**src/rtl/pixel_threshold_binarizer_if.sv**
```systemverilog
// Pixel-stream bundle between the memory reader and the binarizer, plus the
// binarizer's result signals toward the binary-image sink.
interface pixel_threshold_binarizer_if;
    logic [7:0] pix_in;
    logic       pix_valid;
    logic       restart;
    logic       bin_out;
    logic       bin_valid;
    logic [7:0] threshold;
    logic       thr_valid;
    logic       frame_done;
    logic       busy;

    modport master (
        output pix_in, pix_valid, restart,
        input  bin_out, bin_valid, threshold, thr_valid, frame_done, busy
    );

    modport slave (
        input  pix_in, pix_valid, restart,
        output bin_out, bin_valid, threshold, thr_valid, frame_done, busy
    );
endinterface

```
**src/rtl/pixel_threshold_binarizer.sv**
```systemverilog
// Two-pass global-threshold binarizer: pass 1 derives a threshold (mean or
// mid-range), pass 2 emits one binary pixel per input pixel.
module pixel_threshold_binarizer #(
    parameter int NUM_PIXELS  = 16384,
    parameter int LOG2_PIXELS = 14,
    parameter int MODE        = 0
) (
    input  logic                          clock,
    input  logic                          reset_n,
    pixel_threshold_binarizer_if.slave    bus
);
    localparam int SUM_W = LOG2_PIXELS + 8;
    localparam logic [LOG2_PIXELS-1:0] CNT_LAST = LOG2_PIXELS'(NUM_PIXELS - 1);

    typedef enum logic [1:0] {ACCUM, BINARIZE, DONE} state_e;

    state_e                 state_q;
    logic [SUM_W-1:0]       sum_q, sum_d;
    logic [LOG2_PIXELS-1:0] cnt_q, cnt_d;
    logic [7:0]             pmin_q, pmin_d;
    logic [7:0]             pmax_q, pmax_d;
    logic [8:0]             mid_d;
    logic [7:0]             threshold_q, thr_d;
    logic                   thr_valid_q;
    logic                   bin_out_q;
    logic                   bin_valid_q;
    logic                   frame_done_q;
    logic                   busy_q;
    logic                   last_pix;

    // Threshold candidates include the pixel being sampled, so the final
    // pass-1 pixel contributes on the same edge the threshold is latched.
    assign sum_d    = sum_q + SUM_W'(bus.pix_in);
    assign cnt_d    = cnt_q + LOG2_PIXELS'(1);
    assign pmin_d   = (bus.pix_in < pmin_q) ? bus.pix_in : pmin_q;
    assign pmax_d   = (bus.pix_in > pmax_q) ? bus.pix_in : pmax_q;
    assign mid_d    = {1'b0, pmin_d} + {1'b0, pmax_d};
    assign thr_d    = (MODE == 1) ? 8'(mid_d >> 1) : 8'(sum_d >> LOG2_PIXELS);
    assign last_pix = (cnt_q == CNT_LAST);

    // NOTE: all state updates use non-blocking assignments so every register
    // samples pre-edge values regardless of statement order.
    always_ff @(posedge clock or negedge reset_n) begin
        if (!reset_n) begin
            state_q      <= ACCUM;
            sum_q        <= '0;
            cnt_q        <= '0;
            pmin_q       <= 8'hFF;
            pmax_q       <= 8'h00;
            threshold_q  <= 8'h00;
            thr_valid_q  <= 1'b0;
            bin_out_q    <= 1'b0;
            bin_valid_q  <= 1'b0;
            frame_done_q <= 1'b0;
            busy_q       <= 1'b1;
        end else begin
            bin_valid_q  <= 1'b0;
            frame_done_q <= 1'b0;
            if (bus.restart) begin
                // Restart beats a coincident pixel; threshold survives until overwritten.
                state_q     <= ACCUM;
                sum_q       <= '0;
                cnt_q       <= '0;
                pmin_q      <= 8'hFF;
                pmax_q      <= 8'h00;
                thr_valid_q <= 1'b0;
                busy_q      <= 1'b1;
            end else begin
                case (state_q)
                    ACCUM: begin
                        if (bus.pix_valid) begin
                            sum_q  <= sum_d;
                            pmin_q <= pmin_d;
                            pmax_q <= pmax_d;
                            cnt_q  <= cnt_d;
                            if (last_pix) begin
                                threshold_q <= thr_d;
                                thr_valid_q <= 1'b1;
                                state_q     <= BINARIZE;
                            end
                        end
                    end
                    BINARIZE: begin
                        if (bus.pix_valid) begin
                            bin_out_q   <= (bus.pix_in >= threshold_q);
                            bin_valid_q <= 1'b1;
                            cnt_q       <= cnt_d;
                            if (last_pix) begin
                                state_q      <= DONE;
                                frame_done_q <= 1'b1;
                                busy_q       <= 1'b0;
                            end
                        end
                    end
                    default: begin
                    end
                endcase
            end
        end
    end

    assign bus.bin_out    = bin_out_q;
    assign bus.bin_valid  = bin_valid_q;
    assign bus.threshold  = threshold_q;
    assign bus.thr_valid  = thr_valid_q;
    assign bus.frame_done = frame_done_q;
    assign bus.busy       = busy_q;
endmodule

```
**src/flat_wrapper.sv**
```systemverilog
// flat-port wrapper written by rule: the top's interface ports become plain ports
module pixel_threshold_binarizer_flat 
#(
    parameter int NUM_PIXELS  = 16384,
    parameter int LOG2_PIXELS = 14,
    parameter int MODE        = 0
)
  (clock, reset_n, bus_pix_in, bus_pix_valid, bus_restart, bus_bin_out, bus_bin_valid, bus_threshold, bus_thr_valid, bus_frame_done, bus_busy);
  pixel_threshold_binarizer_if bus_i ();
  input  logic clock;
  input  logic reset_n;
  input wire logic [$bits(bus_i.pix_in)-1:0] bus_pix_in;
  input wire logic [$bits(bus_i.pix_valid)-1:0] bus_pix_valid;
  input wire logic [$bits(bus_i.restart)-1:0] bus_restart;
  output wire logic [$bits(bus_i.bin_out)-1:0] bus_bin_out;
  output wire logic [$bits(bus_i.bin_valid)-1:0] bus_bin_valid;
  output wire logic [$bits(bus_i.threshold)-1:0] bus_threshold;
  output wire logic [$bits(bus_i.thr_valid)-1:0] bus_thr_valid;
  output wire logic [$bits(bus_i.frame_done)-1:0] bus_frame_done;
  output wire logic [$bits(bus_i.busy)-1:0] bus_busy;
  assign bus_i.pix_in = bus_pix_in;
  assign bus_i.pix_valid = bus_pix_valid;
  assign bus_i.restart = bus_restart;
  assign bus_bin_out = bus_i.bin_out;
  assign bus_bin_valid = bus_i.bin_valid;
  assign bus_threshold = bus_i.threshold;
  assign bus_thr_valid = bus_i.thr_valid;
  assign bus_frame_done = bus_i.frame_done;
  assign bus_busy = bus_i.busy;
  pixel_threshold_binarizer #(.NUM_PIXELS(NUM_PIXELS), .LOG2_PIXELS(LOG2_PIXELS), .MODE(MODE)) u_core (.clock(clock), .reset_n(reset_n), .bus(bus_i));
endmodule
```
**config.mk**
```make
export PLATFORM = sky130hd
export DESIGN_NAME = pixel_threshold_binarizer_flat
export DESIGN_NICKNAME = d
export VERILOG_FILES = /design/src/rtl/pixel_threshold_binarizer_if.sv /design/src/rtl/pixel_threshold_binarizer.sv /design/src/flat_wrapper.sv
export SDC_FILE = /design/constraint.sdc
export NUM_CORES = 1
export LEC_CHECK = 0
export CAP_MARGIN = 10
export CORE_MARGIN = 2
export CORE_UTILIZATION = 52
export DETAILED_ROUTE_END_ITERATION = 8
export PLACE_DENSITY = 0.86
export SYNTH_ARGS = -nofsm -noshare
export SYNTH_HDL_FRONTEND = slang
export SYNTH_SLANG_ARGS = --single-unit
```
**constraint.sdc**
```tcl
create_clock -name clock -period 2.05 [get_ports clock]
set_input_delay 0.615 -clock clock [delete_from_list [all_inputs] [get_ports clock]]
set_output_delay 0.615 -clock clock [all_outputs]
set_load 0.005 [all_outputs]
```
==> run metrics <==
Area Growth Syn to Fin=34.53%; critical path capture point type=flip-flop; Syn Nets=346; DR pass1 iterations=4; fraction of registers with async set/reset=1.000; worst clock skew=0.007713 ns; Power Internal=0.001642 W; core area=5574 µm²; GR peak layer=met2; via density per instance=6.355; Post-Syn Instances=316; Top Ports=25; worst vdd ir=0.2690 mV; r2r setup slk=-0.03 ns; worst setup slack after layout=-0.1002 ns; Total GRT Usage=0.2929; synthesized area=3029 µm²; H-tree Lvls=2; Antenna diodes=0; Die ar.=6452 µm²; GR Util met1=0.3589; Max Slew Vio Count=0; CP arrival=2.37 ns; clock sinks=51; first-pass GRT wire length=14,300 µm; Rows=27; final hold violations=0; Req. time, crit path=2.27 ns; Worst-path clk slew=0.09 ns; Gate power share=0.269; Setup CP Type=input pin to flip-flop; CTS tree=yes; power density over the cells=579.4 nW/µm²; Setup-failing EPs final=6; Starting Density=0.5434; Multi-input gate area=1924 µm²; worst-margin pin slew=0.6954 ns; Area contributors post-synth=dfrtp_1 (41%), ha_1 (7.0%), xor2_1 (5.8%), xnor2_1 (5.5%), nor2_1 (4.8%); largest net degree at the start of global routing=25; Setup Total Neg Slack=-0.1817 ns; Leakage Power=1.709 nW; Seq. cell area=1277 µm²; final net count=413; number of synthesized flops with an enable pin=0; DR vias=2,898; root buf cell=clkbuf_8; net switching power=0.0007187 W; CP max FO=5; fin crit share=1.049; GR Util met3=0.04494; Final Total Pwr=0.002361 W; violated checks=setup timing; Cell variety after synth=45; #FFs+latches synth=51; CTS Hold Buffers Added=0; Clock Latency Late Sink=0.31 ns; Die Wd=80.33 µm; commonest non-fill, non-tap cells in the layout=dfrtp_1 (50), nor2_1 (39), buf_4 (37); ys flop type=dfrtp_1; DRC=0; TritonCTS buffer count=5; RSZ-0062 raised after global routing=yes; power share of the clock group=0.272; Antenna Nets Post-Route=0; Iteration-0 DRC Markers=291; register area share after synthesis=0.4217; worst min-delay path category=input pin to asynchronous set/reset pin; status=complete, but fails checks; vias in the first global route=2,815; commonest non-fill, non-tap cell in the layout=dfrtp_1; fraction of layout cells with a size suffix above 1=0.2604; global placer's final weighted congestion=0.9408; met2 GRT Util=0.4975; Max-Cap Viols=0; Synth top area share=0.4131; DPL Wire Length=5513 µm; Die H=80.33 µm; switching part of the total=0.3044; Yosys Warn Count=0; total routed wirelength=9667 µm; DR WL/cell=21.20 µm; Worst slew margin=0.5347; buffer levels on the longest clock path=2; syn avg cell area=9.586 µm²; layout filler cell count=318; initial antenna violation count=0; maximum clock frequency=465.1 MHz; clock period minus final worst setup slack=2.150 ns; startpoint types=input pin; port buffer count=24; cell accounting for the most synthesized area=dfrtp_1; grt ovf=0; Reg power frac=0.458
==> final timing paths <==
path / from / endpoint / cells past startpoint
max: bus_pix_valid / u_core.bus.busy / 6
min: reset_n / u_core.sum_q[11] / 1
max reg2reg: u_core.sum_q[5] / u_core.sum_q[20] / 8
min reg2reg: u_core.bus.thr_valid / u_core.bus.thr_valid / 2
max in group asynchronous: reset_n / u_core.bus.busy / 2
min in group clock: u_core.bus.thr_valid / u_core.bus.thr_valid / 2
==> per-layer routing <==
metal	routed length [µm]	vias to the layer above	share of wire
met1	3735	1445	0.39
met5	0	-	0
met3	607	37	0.063
met4	395	0	0.041
met2	4929	155	0.51
li1	-	1261	-
==> timing repair <==
action	in CTS	in global routing
pin swaps	27	19
gates resized for setup	49	19
endpoints found under the setup margin	27	22
setup buffers	7	3
gates cloned	1	1
==> area by class of cell <==
cell class | instances | area share
clock buffers | 8 | 0.02456
inverters | 11 | 0.01013
repair buffers | 73 | 0.1575
well taps | 72 | 0.02211
flip-flops and latches | 51 | 0.3135
multi-input cells | 241 | 0.4722
==> sequential cells by signal, summed over array words and instances (netlist names) <==
name and flops:
u_core.bus.bin_out 1, u_core.bus.bin_valid 1, u_core.bus.busy 1, u_core.bus.frame_done 1, u_core.bus.thr_valid 1, u_core.bus.threshold 8, u_core.cnt_q 14, u_core.state_q 2
u_core.sum_q 22
==> cells in the mapped netlist (9+ instances only) <==
cell and n:
dfrtp_1 50, nor2_1 39, a21oi_1 20, nand2_1 20, xor2_1 20, xnor2_1 19, ha_1 17, o21ai_0 13
inv_1 11, a211oi_1 9
==> worst max-delay path, stage by stage <==
cell             delay (ns)
clkdlybuf4s50_1        0.53
nor2b_1                0.27
buf_4                  0.19
nand3b_1               0.17
nor4_1                 0.43
nor2_1                 0.15
==> stage by stage <==
stage          area (µm²)  hold slack [ns]  utilization  setup slack (ns)  instances
3_3_place_gp         3654           0.4696       0.6554            -1.091        437
3_5_place_dp         3654           0.4813       0.6554            -1.158        437
5_1_grt              4075           0.2292       0.7311           -0.1759        456
6_report             4075           0.2072       0.7311           -0.1002        456
2_1_floorplan        3082           0.3194            -          -0.07993        316
4_1_cts              3989           0.2190       0.7156          0.004698        452
==> cell families after synthesis <==
logic type	synth area share
DFF	0.4217
adders and majority gates	0.07683
AOI/OAI and AO/OA	0.1751
and+or+nand+nor	0.1755
xor gates and xnor gates	0.1128
muxes	0.003305
buffers and inverters	0.03469
==> power by group through the flow <==
stage	clock network (W)	registers (W)	logic (W)
3_5_place_dp	0	0.00109	0.000468
4_1_cts	0.000644	0.00107	0.000562
2_1_floorplan	0	0.00108	0.000259
6_report	0.000643	0.00108	0.000636
3_3_place_gp	0	0.00108	0.000444
5_1_grt	0.000680	0.00108	0.000675
Power figures use the tool's default switching activity.
